**config.mk**
```make
export PLATFORM = sky130hd
export DESIGN_NAME = vga_timing_gen
export DESIGN_NICKNAME = d
export VERILOG_FILES = /design/src/rtl/vga_timing_gen.sv
export SDC_FILE = /design/constraint.sdc
export NUM_CORES = 1
export LEC_CHECK = 0
export ABC_AREA = 1
export BUFFER_PORTS_ARGS = -buffer_cell sky130_fd_sc_hd__buf_4
export CAP_MARGIN = 20
export CORE_AREA = 4 4 75 77
export DETAILED_ROUTE_END_ITERATION = 10
export DIE_AREA = 0 0 79 81
export PLACE_DENSITY = 0.9
export SYNTH_ARGS = -nofsm -noshare
export SYNTH_HDL_FRONTEND = slang
export SYNTH_SLANG_ARGS = --single-unit
export TNS_END_PERCENT = 1
```
**constraint.sdc**
```tcl
create_clock -name clk -period 2.3 [get_ports clk]
set_input_delay 0.115 -clock clk [delete_from_list [all_inputs] [get_ports clk]]
set_output_delay 0.115 -clock clk [all_outputs]
set_load 0.02 [all_outputs]
```
**src/rtl/vga_timing_gen.sv**
```systemverilog
// vga_timing_gen: parametrised VGA raster timing generator.
// Produces registered h/v counters, sync, blanking, data-enable, start-of-frame,
// end-of-line and a completed-frame counter from porch/sync parameters.
// Optional feature macro: VGA_TIMING_LINE_IRQ_EN adds line_cmp/line_hit, a
// raster-line compare that pulses at column 0 of the selected line.
module vga_timing_gen #(
  parameter int H_ACTIVE  = 800,
  parameter int H_FP      = 40,
  parameter int H_SYNC    = 128,
  parameter int H_BP      = 88,
  parameter int V_ACTIVE  = 600,
  parameter int V_FP      = 1,
  parameter int V_SYNC    = 4,
  parameter int V_BP      = 23,
  parameter bit HSYNC_POL = 1'b1,
  parameter bit VSYNC_POL = 1'b1,
  parameter int CNT_W     = 11,
  parameter int FRAME_W   = 16
) (
  input  logic               clk,
  input  logic               rst,
  input  logic               en,
`ifdef VGA_TIMING_LINE_IRQ_EN
  input  logic [CNT_W-1:0]   line_cmp,
  output logic               line_hit,
`endif
  output logic [CNT_W-1:0]   hcount,
  output logic [CNT_W-1:0]   vcount,
  output logic               hsync,
  output logic               vsync,
  output logic               hblnk,
  output logic               vblnk,
  output logic               de,
  output logic               sof,
  output logic               eol,
  output logic [FRAME_W-1:0] frame_cnt
);

  localparam int HT = H_ACTIVE + H_FP + H_SYNC + H_BP;
  localparam int VT = V_ACTIVE + V_FP + V_SYNC + V_BP;

  // Counters must hold HT-1 / VT-1, and zero-width porches or syncs are illegal.
  if (((HT - 1) >> CNT_W) != 0 || ((VT - 1) >> CNT_W) != 0) begin : g_cnt_w_err
    $error("vga_timing_gen: CNT_W too small for HT/VT");
  end
  if (H_FP == 0 || H_SYNC == 0 || H_BP == 0 || V_FP == 0 || V_SYNC == 0 || V_BP == 0)
  begin : g_zero_err
    $error("vga_timing_gen: porch and sync parameters must be non-zero");
  end

  localparam logic [CNT_W-1:0] H_LAST   = CNT_W'(HT - 1);
  localparam logic [CNT_W-1:0] V_LAST   = CNT_W'(VT - 1);
  localparam logic [CNT_W-1:0] H_ACT_C  = CNT_W'(H_ACTIVE);
  localparam logic [CNT_W-1:0] V_ACT_C  = CNT_W'(V_ACTIVE);
  localparam logic [CNT_W-1:0] HS_START = CNT_W'(H_ACTIVE + H_FP);
  localparam logic [CNT_W-1:0] HS_END   = CNT_W'(H_ACTIVE + H_FP + H_SYNC);
  localparam logic [CNT_W-1:0] VS_START = CNT_W'(V_ACTIVE + V_FP);
  localparam logic [CNT_W-1:0] VS_END   = CNT_W'(V_ACTIVE + V_FP + V_SYNC);

  logic [CNT_W-1:0]   hcount_q, hcount_d;
  logic [CNT_W-1:0]   vcount_q, vcount_d;
  logic [FRAME_W-1:0] frame_q, frame_d;
  logic               hsync_q, hsync_d;
  logic               vsync_q, vsync_d;
  logic               hblnk_q, hblnk_d;
  logic               vblnk_q, vblnk_d;
  logic               de_q, de_d;
  logic               sof_q, sof_d;
  logic               eol_q, eol_d;

  // Next raster position; holds when en is low so every register below holds too.
  always_comb begin
    hcount_d = hcount_q;
    vcount_d = vcount_q;
    frame_d  = frame_q;
    if (en) begin
      if (hcount_q == H_LAST) begin
        hcount_d = '0;
        if (vcount_q == V_LAST) begin
          vcount_d = '0;
          frame_d  = frame_q + FRAME_W'(1);
        end else begin
          vcount_d = vcount_q + CNT_W'(1);
        end
      end else begin
        hcount_d = hcount_q + CNT_W'(1);
      end
    end
  end

  // Decode the next position so the flags register in step with the counters.
  always_comb begin
    hblnk_d = (hcount_d >= H_ACT_C);
    vblnk_d = (vcount_d >= V_ACT_C);
    hsync_d = ((hcount_d >= HS_START) && (hcount_d < HS_END)) ? HSYNC_POL : ~HSYNC_POL;
    vsync_d = ((vcount_d >= VS_START) && (vcount_d < VS_END)) ? VSYNC_POL : ~VSYNC_POL;
    de_d    = ~hblnk_d & ~vblnk_d;
    sof_d   = (hcount_d == '0) && (vcount_d == '0);
    eol_d   = (hcount_d == H_LAST);
  end

  // Timing state register; synchronous reset returns to (0,0) and clears frame count.
  always_ff @(posedge clk) begin
    if (rst) begin
      hcount_q <= '0;
      vcount_q <= '0;
      frame_q  <= '0;
      hsync_q  <= ~HSYNC_POL;
      vsync_q  <= ~VSYNC_POL;
      hblnk_q  <= 1'b0;
      vblnk_q  <= 1'b0;
      de_q     <= 1'b1;
      sof_q    <= 1'b1;
      eol_q    <= 1'b0;
    end else begin
      hcount_q <= hcount_d;
      vcount_q <= vcount_d;
      frame_q  <= frame_d;
      hsync_q  <= hsync_d;
      vsync_q  <= vsync_d;
      hblnk_q  <= hblnk_d;
      vblnk_q  <= vblnk_d;
      de_q     <= de_d;
      sof_q    <= sof_d;
      eol_q    <= eol_d;
    end
  end

  assign hcount    = hcount_q;
  assign vcount    = vcount_q;
  assign frame_cnt = frame_q;
  assign hsync     = hsync_q;
  assign vsync     = vsync_q;
  assign hblnk     = hblnk_q;
  assign vblnk     = vblnk_q;
  assign de        = de_q;
  assign sof       = sof_q;
  assign eol       = eol_q;

`ifdef VGA_TIMING_LINE_IRQ_EN
  // Compare is combinational from line_cmp; out-of-range lines can never hit.
  assign line_hit = (hcount_q == '0) && (vcount_q == line_cmp) && (line_cmp <= V_LAST);
`endif

endmodule
```
## After elaboration in Yosys (flattened, before gate mapping)

Index checks and enable logic that the tools add are counted.

| word-level totals | value |
|---|---|
| register bits after elaboration | 45 |
| input bits | 3 |
| output and inout bits | 45 |

| cells by class | value |
|---|---|
| $add $sub $neg | 3 |
| order comparisons | 6 |
| equality and inequality tests | 3 |
| mux-type cells | 7 |
| bitwise gates (word level) | 3 |
| reductions and logical operators | 6 |

Operators with widths:

| kind | number |
|---|---|
| $mux W11 | 5 |
| $ge A11 B10 Y1 const B | 4 |
| $add A11 B1 Y11 const B | 2 |
| $eq A11 B11 Y1 const B | 2 |
| $logic_not A11 Y1 | 2 |
| $lt A11 B10 Y1 const B | 2 |
| $add A16 B1 Y16 const B | 1 |
| $eq A11 B10 Y1 const B | 1 |
| $logic_and A1 B1 Y1 | 3 |
| $reduce_and A3 Y1 | 1 |
| $mux W1 | 2 |
| $not A1 Y1 | 2 |
| $and A1 B1 Y1 | 1 |

## Logic depth before layout (Yosys ltp)

| logic depth | value |
|---|---|
| depth after elaboration | 7 |
| depth in mapped cells | 14 |
| depth with buffers taken out | 14 |

## Worst setup path after synthesis

Ideal clock, no wire load.

| timing path | value |
|---|---|
| path type | reg2reg |
| from | reg hcount_q[0] (netlist: hcount[0]) |
| to | reg frame_q[12] (netlist: frame_cnt[12]) |
| setup time | 0.117 ns |
| arrival | 1.906 ns |
| required time | 2.183 ns |
| slack | 0.277 ns |
| stages on the path, launching flop included | 13 |
| path buffers | 0 |
| period minus slack after synthesis | 2.023 ns |
| cells stage by stage | dfxtp_1 ha_1 inv_2 nor2_1 nand2_1 nor2_1 nand2_2 nor2_4 nand3_1 nor3_2 nand3_1 o21ai_1 nor2_1 |

| on the way | value |
|---|---|
| cells in the longest elaborated chain, start to end | 2 |

RTL lines:

| element | RTL line | source |
|---|---|---|
| start: declaration | 60 | `logic [CNT_W-1:0] hcount_q, hcount_d;` |
| start signal: assignment | 116 | `hcount_q <= hcount_d;` |
| $eq A11 B11 Y1 | 77 | `if (hcount_q == H_LAST) begin` |
| $reduce_and A3 Y1 (no source line) | n/a |  |
| end signal: assignment | 118 | `frame_q <= frame_d;` |
| end: declaration | 62 | `logic [FRAME_W-1:0] frame_q, frame_d;` |

Every way passes these cells.
A chain may end at the register's enable or synchronous reset.

## Final worst setup path

| timing path | value |
|---|---|
| from | reg hcount_q[1] (netlist: hcount[1]) |
| to | reg frame_q[12] (netlist: frame_cnt[12]) |

Same word-level chain as after synthesis.

==> results <==
- The run finished with clean final reports.
- The fill cell total of the finished layout is 457.
- Summing all non-filler instances in the final layout gives an area of 3290 µm².
- The sequential element share of the synthesized area is 0.330.
- The clock network fraction of total power is 0.415.
- Walking the worst path, the cells encountered are ha_1, inv_2, nor2_1, nand2_1, nor2_1, nand2_2, nor2_4, nand3_1, nor3_4, nand3_1, o21ai_1, nor2_1.
- The worst hold path belongs to the class input port to flop.
- The repair_antennas step left the layout with diodes totalling 0.
- In this run the tightest slew margin relative to its limit is 0.714.
- Across the VDD grid, the largest voltage drop is 0.341 mV.
- The clock-pin transition on the worst setup and hold timing paths is 100 ps.
- The sort of element at the end of the critical path is a flop.
- The area growth from synthesis to final layout is 20.5%.
- Each instance of the synthesized netlist takes up on average 6.60 µm².
- After detailed placement, the total cell area comes to 3170 µm².
- The initialized floorplan defines 26 standard-cell rows.
- In this run the register-to-register setup slack is 170 ps.
- Tracing the worst setup path back leads to its startpoint at hcount[1]$_SDFF_PP0_.
- The worst setup path is launched from a flop.
- The tree is rooted in a sky130_fd_sc_hd__clkbuf_8.
- Synthesis inferred 45 register bits.
- The worst hold path was traced through 2 stages.
- The design draws 1.49 mW.
- The routed length per instance is 13.7 µm.
- Timing analysis after detailed placement gives a worst setup slack of 190 ps.
- The initial antenna violation count came to 0.
- The H-tree was split into 2 levels.
- Of the available clock period, the critical path in the final layout requires 0.925.
- The core region is 5010 µm².
- Yosys mapped a number of flops with a built-in enable equal to 0.
- Once detail routing completed, the nets flagged for antenna violations numbered 0.
- For this run, global-route usage on met2 was measured as 0.407.
- The via count of the first global-routing pass is 2,698.
- In this run, placement finished with an instance count of 528.
- For the pin with the worst max-slew slack, the measured transition is 426 ps.
- The maximum clock frequency is 0.470 GHz.
- The die area is 6400 µm².
- In the global route stage, met3 resource usage came out at 0.0521.
- The biggest cell delay along the critical path is 410 ps.
- Clock skew on the completed layout was measured at 10.7 ps.
- Summing all multi-input logic gate instances after layout gives 1610 µm².
- Cell internal power was estimated by the tool at 1.14 mW.
- Of the cells placed in the final design, the portion with a size suffix greater than 1 is 0.217.
- At the worst endpoint, the arrival time is 2330 ps.
- The final weighted congestion in routability-driven placement is 0.962.
- Of the total power, registers draw 0.530.
- The cell count after synthesis came out at 414.
- The depth of the worst register-to-register path is 12.
- The total iterations of the first detailed-routing run is 7.
- For hold timing, the worst endpoint is vcount[1]$_SDFF_PP0_.
- The horizontal die dimension is 79 µm.
- The final route contains 2,907 vias.
- The share of total power consumed by net switching is 0.238.
- The fraction of power consumed by combinational cells is 0.056.
- For this design the total switching power over the nets is 0.355 mW.
- The total count of max-transition violations in the final report is 0.
- The die is 81 µm tall.
- The worst register-to-register path ends at frame_cnt[12]$_SDFFE_PP0P_.
- The total overflow left after global routing is 0.
- Synthesis produced a netlist with a net count of 420.
- The start of the worst register-to-register path is hcount[1]$_SDFF_PP0_.
- For the worst setup path, the data required time is 2510 ps.
- The count of instances resized after the clock tree is built is 0.
- The count of cells in the finished layout, fillers not included, comes to 536.
- For the worst-skew pair, the clock arrives at the later sink with an insertion delay of 310 ps.
- The cell type of the slowest stage on the worst timing path is sky130_fd_sc_hd__dfxtp_1.
- The net count of the finished layout is 471.
- The Yosys step of the flow raised 0 warnings.
- After detailed routing, the number of vias per cell comes to 5.42.
- For this design, the CTS-stage hold fixing added 0 buffers.
- In the global route stage, overall resource usage came out at 0.238.
- After global routing, the most crowded layer is met2.
- The met1 usage in global routing is 0.304.
- The first global-routing pass estimated 12,200 µm of wire.
- The prevailing post-synth register cell is sky130_fd_sc_hd__dfxtp_1.
- The clock net sink count is 45.
- The largest fanout on the critical path is 5.
- In the layout the commonest cells are sky130_fd_sc_hd__nand2_1 (88), sky130_fd_sc_hd__nor2_1 (73), sky130_fd_sc_hd__buf_4 (50).
- The leakage component of the power is 1.49 nW.
- The effective utilization at floorplan is 0.545.
- The final number of setup-violating endpoints is 0.
- The final period demand of the worst path is 2130 ps.
- The areal power density over the cells is 453 nW/µm².
- In this run, distinct cell masters in the synthesized netlist total 35.
- The TritonCTS clock tree is built.
- The worst setup path is of the flop to flop kind.
- In this run, the number of DRC markers left after iteration 0 of detailed routing was 308.
- The worst-case setup margin in the final layout is 173 ps.
- The total half-perimeter wirelength after legalization and detailed placement is 5570 µm.
- The final-report hold violation count came to 0.
- In this run, CTS created clock tree buffers numbering 5.
- Entering global routing, the biggest net connects 32 pins.
- The tool flagged a number of max-cap violations equal to 0.
- The count of pins on the block boundary is 48.
- The startpoint identified for the worst hold timing path is rst.
- Buffers added to address setup during post-CTS repair amount to 0.
- The maximum buffer depth of the clock tree is 2.
- The most repeated library cell on the critical path is sky130_fd_sc_hd__nor2_1.
- The kind of cell with the highest combined delay along the critical path is simple AND/OR/NAND/NOR gates.
- The total DRC errors in the routed layout is 0.
- The storage element area is 901 µm².
- The combined buffer and inverter count along the critical path is 1.
- The area of the mapped netlist is 2730 µm².
- Wires add up to 7330 µm.
- The library cell used most frequently in the layout, excluding fill and tap cells, is sky130_fd_sc_hd__nand2_1.
- The share of flip-flops with an asynchronous set or reset after synthesis is 0.
- The count of buffers from port buffering is 47.
logic make-up after synthesis:
kind of cell    Yosys count  share of synthesized area
compound gates           38                     0.0779
xor+xnor                  7                     0.0224
fa+ha+maj                 3                     0.0137
buf+inv                  60                     0.0838
flops                    45                      0.330
simple gates            261                      0.472
worst max path at each step:
stage / slack, ps / depth (start not counted) / to
final: 170 / 12 / frame_cnt[12]$_SDFFE_PP0P_
after global routing: -50 / 12 / frame_cnt[12]$_SDFFE_PP0P_
after CTS: 180 / 12 / frame_cnt[12]$_SDFFE_PP0P_
after detailed placement: 190 / 12 / frame_cnt[12]$_SDFFE_PP0P_
after global placement: 270 / 10 / de$_SDFF_PP1_
after floorplan: 280 / 12 / frame_cnt[12]$_SDFFE_PP0P_
power groups by stage:
stage	registers [mW]	clock network [mW]	logic (mW)
CTS	0.790	0.624	0.0815
floorplan	0.816	0	0.0453
global route	0.791	0.662	0.0916
detailed placement	0.808	0	0.0812
global placement	0.808	0	0.0804
finish	0.790	0.619	0.0831
cell usage after synthesis, drive strengths merged (4+ instances only):
library cell   n  area (µm²)
nand2         98         403
nor2          87         405
inv           54         203
dfxtp         45         901
nand3         37         225
a21oi         17        88.8
nor3          16        85.1
o21ai         16        87.6
nand4         15         100
xor2           6        52.6
nand3b         5        37.5
clkbuf         4        15.0
state kept, by name (all words and copies together) (netlist names):
signal,count
frame_cnt,16
hcount,11
vcount,11
de,1
eol,1
hblnk,1
hsync,1
sof,1
vblnk,1
vsync,1
layout make-up:
cell class | count | share of cell area
Timing Repair Buffer | 50 | 0.114
Multi-Input combinational cell | 309 | 0.490
Tap cell | 70 | 0.0266
Clock buffer | 5 | 0.0209
Inverter | 54 | 0.0616
Sequential cell | 45 | 0.274
Clock inverter | 3 | 0.0133
through the flow:
stage                util  hold WS (ps)  TNS [ps]
global placement    0.632           467         0
global route        0.657           209     -50.4
detailed placement  0.632           467         0
CTS                 0.655           191         0
finish              0.657           192         0
floorplan               -           188         0
layer usage:
| metal | vias to the layer above | wire length [µm] | part of all wire |
|---|---|---|---|
| met5 | - | 0 | 0 |
| met4 | 0 | 110 | 0.015 |
| met3 | 12 | 640 | 0.087 |
| met2 | 136 | 3590 | 0.49 |
| met1 | 1323 | 3000 | 0.41 |
| li1 | 1436 | - | - |
No activity file was read; power rests on OpenSTA's default activity.
